`src/rtl/cpu_run_ctrl.sv`:
```
// Run sequencer for the 8-bit stack CPU: copies the program ROM into CPU memory, seeds the
// I/O cells, then clocks the CPU (free-running or single-step) until halt PC or watchdog.
module cpu_run_ctrl #(
  parameter int PROG_LEN  = 37,
  parameter int HALT_PC   = 37,
  parameter int MAX_INSTR = 255,
  parameter int X_ADDR    = 255,
  parameter int ERR_ADDR  = 253,
  parameter int RES_ADDR  = 254
) (
  input  logic        clock,
  input  logic        reset,
  input  logic        start,
  input  logic [7:0]  x,
  input  logic        step_en,
  input  logic        step,
  output logic [7:0]  prog_addr,
  input  logic [7:0]  prog_data,
  output logic        mem_we,
  output logic [7:0]  mem_addr,
  output logic [7:0]  mem_wdata,
  input  logic [7:0]  cpu_pc,
  output logic        cpu_hold,
  output logic        cpu_ce,
  output logic        busy,
  output logic        done,
  output logic        timeout,
  output logic [15:0] instr_count,
  output logic [2:0]  dbg_state
);

  localparam logic [2:0] S_IDLE  = 3'd0;
  localparam logic [2:0] S_LOAD  = 3'd1;
  localparam logic [2:0] S_SEED  = 3'd2;
  localparam logic [2:0] S_RUN   = 3'd3;
  localparam logic [2:0] S_DONE  = 3'd4;
  localparam logic [2:0] S_FAULT = 3'd5;

  localparam logic [7:0]  LOAD_LAST = 8'(PROG_LEN);
  localparam logic [7:0]  HALT_B    = 8'(HALT_PC);
  localparam logic [15:0] MAX_B     = 16'(MAX_INSTR);
  localparam logic [7:0]  X_B       = 8'(X_ADDR);
  localparam logic [7:0]  ERR_B     = 8'(ERR_ADDR);
  localparam logic [7:0]  RES_B     = 8'(RES_ADDR);

  logic [2:0] state;
  logic [7:0] load_cnt;
  logic [1:0] seed_cnt;
  logic [7:0] x_q;
  logic       step_mode_q;
  logic       step_pend_q;
  logic       halt_hit;
  logic       wd_hit;
  logic       can_start;

  assign halt_hit  = (cpu_pc == HALT_B);
  assign wd_hit    = (instr_count == MAX_B);
  assign can_start = (state == S_IDLE) || (state == S_DONE) || (state == S_FAULT);

  always_ff @(posedge clock) begin
    if (reset) begin
      state       <= S_IDLE;
      load_cnt    <= 8'd0;
      seed_cnt    <= 2'd0;
      x_q         <= 8'd0;
      instr_count <= 16'd0;
      step_mode_q <= 1'b0;
      step_pend_q <= 1'b0;
    end else begin
      step_mode_q <= step_en;
      // A step seen while the previous step's enable is still high is dropped.
      step_pend_q <= (state == S_RUN) && step_en && step && !step_pend_q;
      if (cpu_ce && (instr_count != 16'hFFFF))
        instr_count <= instr_count + 16'd1;
      case (state)
        S_IDLE, S_DONE, S_FAULT: begin
          if (start) begin
            x_q         <= x;
            instr_count <= 16'd0;
            load_cnt    <= 8'd0;
            state       <= S_LOAD;
          end
        end
        S_LOAD: begin
          if (load_cnt == LOAD_LAST) begin
            seed_cnt <= 2'd0;
            state    <= S_SEED;
          end else begin
            load_cnt <= load_cnt + 8'd1;
          end
        end
        S_SEED: begin
          if (seed_cnt == 2'd2) state <= S_RUN;
          else seed_cnt <= seed_cnt + 2'd1;
        end
        S_RUN: begin
          if (halt_hit) state <= S_DONE;
          else if (wd_hit) state <= S_FAULT;
        end
        default: state <= S_IDLE;
      endcase
    end
  end

  // ROM data for address j arrives in LOAD cycle j+1 and is written straight through.
  always_comb begin
    prog_addr = 8'd0;
    mem_we    = 1'b0;
    mem_addr  = 8'd0;
    mem_wdata = 8'd0;
    if (state == S_LOAD) begin
      if (load_cnt < LOAD_LAST) prog_addr = load_cnt;
      if (load_cnt != 8'd0) begin
        mem_we    = 1'b1;
        mem_addr  = load_cnt - 8'd1;
        mem_wdata = prog_data;
      end
    end else if (state == S_SEED) begin
      mem_we = 1'b1;
      case (seed_cnt)
        2'd0:    begin mem_addr = X_B;   mem_wdata = x_q;  end
        2'd1:    begin mem_addr = ERR_B; mem_wdata = 8'd0; end
        default: begin mem_addr = RES_B; mem_wdata = 8'd0; end
      endcase
    end
  end

  // Halt PC and watchdog gate the enable in the same cycle they are seen.
  assign cpu_ce = (state == S_RUN) && !halt_hit && !wd_hit &&
                  (step_mode_q ? step_pend_q : 1'b1);

  assign cpu_hold  = (state == S_IDLE) || (state == S_LOAD) || (state == S_SEED);
  assign busy      = (state == S_LOAD) || (state == S_SEED) || (state == S_RUN);
  assign done      = (state == S_DONE);
  assign timeout   = (state == S_FAULT);
  assign dbg_state = state;

endmodule
```
`config.mk`:
```
export PLATFORM = sky130hd
export DESIGN_NAME = cpu_run_ctrl
export DESIGN_NICKNAME = d
export VERILOG_FILES = /design/src/rtl/cpu_run_ctrl.sv
export SDC_FILE = /design/constraint.sdc
export NUM_CORES = 1
export LEC_CHECK = 0
export CAP_MARGIN = 40
export CORE_ASPECT_RATIO = 0.7
export CORE_UTILIZATION = 35
export CTS_CLUSTER_SIZE = 10
export DETAILED_ROUTE_END_ITERATION = 6
export HOLD_SLACK_MARGIN = 0.06
export RECOVER_POWER = 25
export SLEW_MARGIN = 15
export SYNTH_ARGS = -nofsm -noshare
export SYNTH_HDL_FRONTEND = slang
export SYNTH_SLANG_ARGS = --single-unit
export TNS_END_PERCENT = 100
```
`constraint.sdc`:
```
create_clock -name clock -period 3.3 [get_ports clock]
set_input_delay 0.33 -clock clock [delete_from_list [all_inputs] [get_ports clock]]
set_output_delay 0.33 -clock clock [all_outputs]
set_load 0.05 [all_outputs]
```
==> results.yml <==
critical_path:
  endpoint: "cpu_ce"
  crit_type: "reg -> out"
  cp-startpoint: "instr_count[13]"
  cp_data_arrival_time_ps: 2690
  required_ps: 2970
  rr_startpoint: "dbg_state[2]"
  rrSetupSlack_ps: 720
  rr_worst_depth: 6
  crit_fanout: 9
  worst_setup_path_end_kind: "output port"
  worstReg2RegEnd: "instr_count[7]"
  startpoint_type: "flop"
route:
  drt-initial-drc-count: 104
  dr.pass1.iters: 4
  antenna_left: 0
  drt-total-wl_um: 6390
  vias: 2327
  remaining_drc_errors: 0
  via_per_inst: 5.18
  wl_per_cell_um: 14.2
logic_synthesis:
  ys_seq_area_share_pct: 33.0
  async_reset_ff_share_pct: 0
  synth_cell_types: 53
  synth_edf_count: 0
  ys_ff_latch: 39
  avgSynthCellArea_um2: 8.22
  synth_top_flop_cell: "dfxtp_1"
  netlist_area_mm2: 0.00237
  synth_warnings: 0
  postSynthCellCount: 288
final_layout:
  utilization_pct: 51.5
  nets: 393
  mostFrequentLayoutCells: "62 x clkdlybuf4s50_1, 39 x dfxtp_1, 36 x nor2_1, 16 x nand2_1, 15 x a21oi_1"
  antenna_cells: 0
  drive_above_1_share_pct: 5.87
  final_common_cell: "clkdlybuf4s50_1"
  area_growth_pct: 38.6
  nFillCells: 646
clock_network:
  postCtsSetupBuffers: 0
  clock_path_buffers: 2
  cts_tree: "yes"
  cts_hold_buf: 0
  cts.sinks: 39
  h-tree-depth: 2
  cts_resized: 0
  cts_made_buffers: 5
  clk_pin_slew_ps: 70
  clk_latency_ps: 290
  root_buffer: "clkbuf_8"
worst_hold_path:
  worstHoldPathType: "reg -> reg"
  min_path_cells: 2
timing:
  hold_viol_final: 0
  rsz0062_at_grt: "false"
  tightest_slew_ps: 922
  post-route-min-period_ps: 3020
  setup_viol: 0
  drv_slew: 0
  max_freq_mhz: 332
  finalCritPeriodShare_pct: 91.4
  tns_ps: 0
  slew_headroom_pct: 38.5
  skew_ps: 3.41
die:
  die_y_um: 70.8
  die_w_um: 100
  die_area_mm2: 0.00710
  io_pins: 78
  core_mm2: 0.00637
  start_util_pct: 37.2
  rows: 24
placed_design:
  dp_hpwl_um: 4900
  port_buffers: 75
  gp_congestion: 0.796
global_routing:
  antenna_found_initial: 0
  grt_usage_pct: 18.6
  grt_overflow: 0
  grt_pass1_wl_um: 10400
  grt_pass1_vias: 2064
  grt_max_degree: 20
power_and_ir_drop:
  leakage_nw: 1.24
  peakVddDrop_mv: 0.188
  powerDensity_mw_per_mm2: 358
run_status:
  status: "completed"
job:
  max_cap_violations: 0
## worst min path at each step
stage                      start      to  slack [ps]
final                     x_q[7]  x_q[7]         500
after global routing      x_q[6]  x_q[6]         530
after CTS                 x_q[7]  x_q[7]         510
after detailed placement  x_q[7]  x_q[7]         490
after global placement    x_q[7]  x_q[7]         480
after floorplan           x_q[0]  x_q[0]         460
## routing by layer
| metal | routed length (um) | global-route usage (%) | part of all wire [%] | vias to the layer above |
|---|---|---|---|---|
| li1 | - | - | - | 1177 |
| met1 | 3400 | 28.1 | 53 | 1078 |
| met2 | 2540 | 25.3 | 40 | 62 |
| met3 | 382 | 5.43 | 6.0 | 10 |
| met4 | 63 | 4.99 | 0.99 | 0 |
| met5 | 0 | 0 | 0 | - |
## sequential cells by signal (all words and copies together), names as in the netlist
signal	cells
x_q	8
instr_count	16
seed_cnt	2
step_pend_q	1
dbg_state	3
load_cnt	8
step_mode_q	1
## worst max-delay path, cell delays in order (launching register included)
cell             delay, ps
dfxtp_1                390
or4_4                  550
or4_4                  550
nand2_2                160
inv_1                   50
clkdlybuf4s50_1        690
## cells by family (layout without fill, tap and decap cells)
group,count (synthesis),in the layout,share of synthesized area (%)
flip-flops,39,39,33.0
adder cells (fa/ha/maj),7,7,3.70
AO/OA/AOI/OAI,58,58,16.8
other,1,2,0.158
AND/OR/NAND/NOR,123,123,29.1
buffers and inverters,29,98,5.13
XOR/XNOR,19,19,7.03
multiplexers,12,12,5.08
## stage by stage
stage / worst slack, ps / hold slack [ps] / std cells / cell area [um2] / power (mW)
after CTS: 275 / 507 / 449 / 3290 / 1.19
final: 284 / 500 / 449 / 3280 / 1.17
after floorplan: 669 / 461 / 289 / 2370 / 0.717
after detailed placement: 452 / 489 / 441 / 3190 / 0.822
after global placement: 458 / 482 / 441 / 3190 / 0.821
after global routing: 104 / 526 / 449 / 3280 / 1.23
## where the power goes
group | switching, mW | leakage (nW) | total (mW) | internal [mW]
logic | 0.186 | 0.874 | 0.306 | 0.120
clock network | 0.173 | 0.0515 | 0.364 | 0.191
registers | 0.0181 | 0.316 | 0.503 | 0.485
## synthesized netlist by cell type (all sizes together) (8+ instances only)
master  number  area (um2)
o21ai       13        65.1
inv         10        37.5
mux2i       12         120
clkbuf      12        45.0
nor2        36         135
xnor2       12         105
a22o         8        70.1
dfxtp       39         781
a21oi       15        75.1
nand2       17        66.3
## cell type report
class	count	area, um2	area share [%]
multi-input cells	221	1470	44.8
well taps	91	114	3.47
inverters	10	37.5	1.15
clock buffers	8	100	3.05
flip-flops and latches	39	781	23.8
repair buffers	80	778	23.7
Note: power is estimated with default switching activity, not from simulation.
==> variant, RTL diff (same flow settings) <==
Put a register stage on the output `mem_addr`. The value now appears one clock later. The other outputs are not delayed to match.
--- a/src/rtl/cpu_run_ctrl.sv
+++ b/src/rtl/cpu_run_ctrl.sv
@@ -42,6 +42,8 @@
   localparam logic [7:0]  X_B       = 8'(X_ADDR);
   localparam logic [7:0]  ERR_B     = 8'(ERR_ADDR);
   localparam logic [7:0]  RES_B     = 8'(RES_ADDR);
+
+  logic [7:0] mem_addr_d;
 
   logic [2:0] state;
   logic [7:0] load_cnt;
@@ -106,21 +108,21 @@
   always_comb begin
     prog_addr = 8'd0;
     mem_we    = 1'b0;
-    mem_addr  = 8'd0;
+    mem_addr_d = 8'd0;
     mem_wdata = 8'd0;
     if (state == S_LOAD) begin
       if (load_cnt < LOAD_LAST) prog_addr = load_cnt;
       if (load_cnt != 8'd0) begin
         mem_we    = 1'b1;
-        mem_addr  = load_cnt - 8'd1;
+        mem_addr_d = load_cnt - 8'd1;
         mem_wdata = prog_data;
       end
     end else if (state == S_SEED) begin
       mem_we = 1'b1;
       case (seed_cnt)
-        2'd0:    begin mem_addr = X_B;   mem_wdata = x_q;  end
-        2'd1:    begin mem_addr = ERR_B; mem_wdata = 8'd0; end
-        default: begin mem_addr = RES_B; mem_wdata = 8'd0; end
+        2'd0:    begin mem_addr_d = X_B;   mem_wdata = x_q;  end
+        2'd1:    begin mem_addr_d = ERR_B; mem_wdata = 8'd0; end
+        default: begin mem_addr_d = RES_B; mem_wdata = 8'd0; end
       endcase
     end
   end
@@ -135,4 +137,8 @@
   assign timeout   = (state == S_FAULT);
   assign dbg_state = state;
 
+  always_ff @(posedge clock) begin
+    mem_addr <= mem_addr_d;
+  end
+
 endmodule
Formal check against the unedited RTL: not equivalent (Yosys sat finds a counterexample within 4 cycles, from zero or initial values and one cycle with reset high).
==> variant against the original RTL <==
Sequential share of layout area grew 4.2 points. Via count shrank 1.8%. Area after synthesis grew 4.7%. Design area grew 2.6%. Wire length shrank 4.2%. Sequential cell count grew 8. Critical path depth shrank 1. Global-route usage shrank 1.1 points. Setup slack gained 0.017 ns. Largest cell class unchanged. Highest routed layer unchanged.
Power is not compared: it rests on default switching activity, and its combinational part moved more than twofold at a synthesized area within 25%.
==> variant: results (changes against the original RTL) <==
- Result of the run: complete, no violations
- Placed insts: 444 (+0.68%)
- Area share of fa/ha/maj cells after synthesis: 0.04040 (+0.003387)
- Ranking of synthesized cells by instance count: dfxtp_1, nor2_1, a21oi_1, o21ai_0, clkbuf_1
- Most area-consuming cells after synthesis: dfxtp_1, nor2_1, ha_1
- Final HPWL from detailed placement: 4.544 mm (-7.2%)
- End point of the critical path: mem_wdata[5]
- Time the worst path needs with I/O delays and setup: 2.999 ns (-0.01705 ns)
- Net total in the final layout: 394 (+0.25%)
- Startpoint of the worst hold path: x_q[0]
- Compound-cell area share of the yosys netlist: 0.1672 (-0.0009933)
- Number of distinct library cells after synthesis: 46 (-13%)
- Reg-to-reg endpoint: instr_count[10]
- Met3 routed wirelength: 424 um (+11%)
- Critical path fanouts, max: 10 (+1)
- Syn avg cell area: 8.484 um2 (+3.3%)
- Worst slew margin: 0.3698 (-0.01558)
- Total length of routed wires: 6.115 mm (-4.2%)
- Worst hold slack across all endpoints: 0.5178 ns (+0.01744 ns)
- Total GRT Usage: 0.1750 (-0.01110)
- Sequential area share after synthesis: 0.3798 (+0.04981)
- Fillcell total: 678 (+5.0%)
- Number of global-route vias before repair: 2107 (+2.1%)
- Sum of routed wire segments on met1: 3.280 mm (-3.4%)
- Max incr delay on CP: 0.80 ns (+0.11 ns)
- Wire length of the first global-routing pass: 10.16 mm (-2.0%)
- Worst setup startpoint: dbg_state[1]
- Routed via count divided by cell count: 5.069 (-2.2%)
- R2r worst-path depth: 5 (-1)
- Met3 track utilization from global routing: 0.05106 (-0.003288)
- Share of layout cells above drive strength 1: 0.04202 (-0.01664)
- GRT met1 Usage: 0.2612 (-0.01982)
- Post-synthesis share of cell area spent on xor and xnor gates: 0.05303 (-0.01730)
- Post-placement worst setup slack: 0.4661 ns (+0.01386 ns)
- Worst Skew: 0.006596 ns (+0.003184 ns)
- Arrival @ worst endpoint: 2.67 ns (-0.02 ns)
-- variant: cell type report --
cell class                 count  area (um2)  share of cell area
clock buffer                   6       82.58             0.02455
clock inverter                 1       5.005            0.001488
inverter                      11       41.29             0.01228
multi-input combinational    213        1400              0.4163
sequential                    47       940.9              0.2798
tap                           94       117.6             0.03497
timing repair buffer          79       775.7              0.2307
-- variant: logic make-up (layout without fill, tap and decap cells) --
logic type	after synthesis	count (layout)
AOI/OAI and AO/OA	64	64
xor gates and xnor gates	15	15
adders and majority gates	8	8
buffers and inverters	33	97
DFF	47	47
muxes	10	10
other	1	2
and+or+nand+nor	114	114
-- variant: power breakdown --
| part | total [uW] | switching, uW | internal (uW) |
|---|---|---|---|
| Combinational | 630 | 403 | 226 |
| Sequential | 659 | 37.0 | 622 |
| Clock | 356 | 192 | 165 |
-- variant: what timing repair did --
action                                  4_1_cts  5_1_grt
hold buffers                                  0        0
gates resized for setup                       0        1
setup buffers                                 0        0
endpoints found under the setup margin        0        1
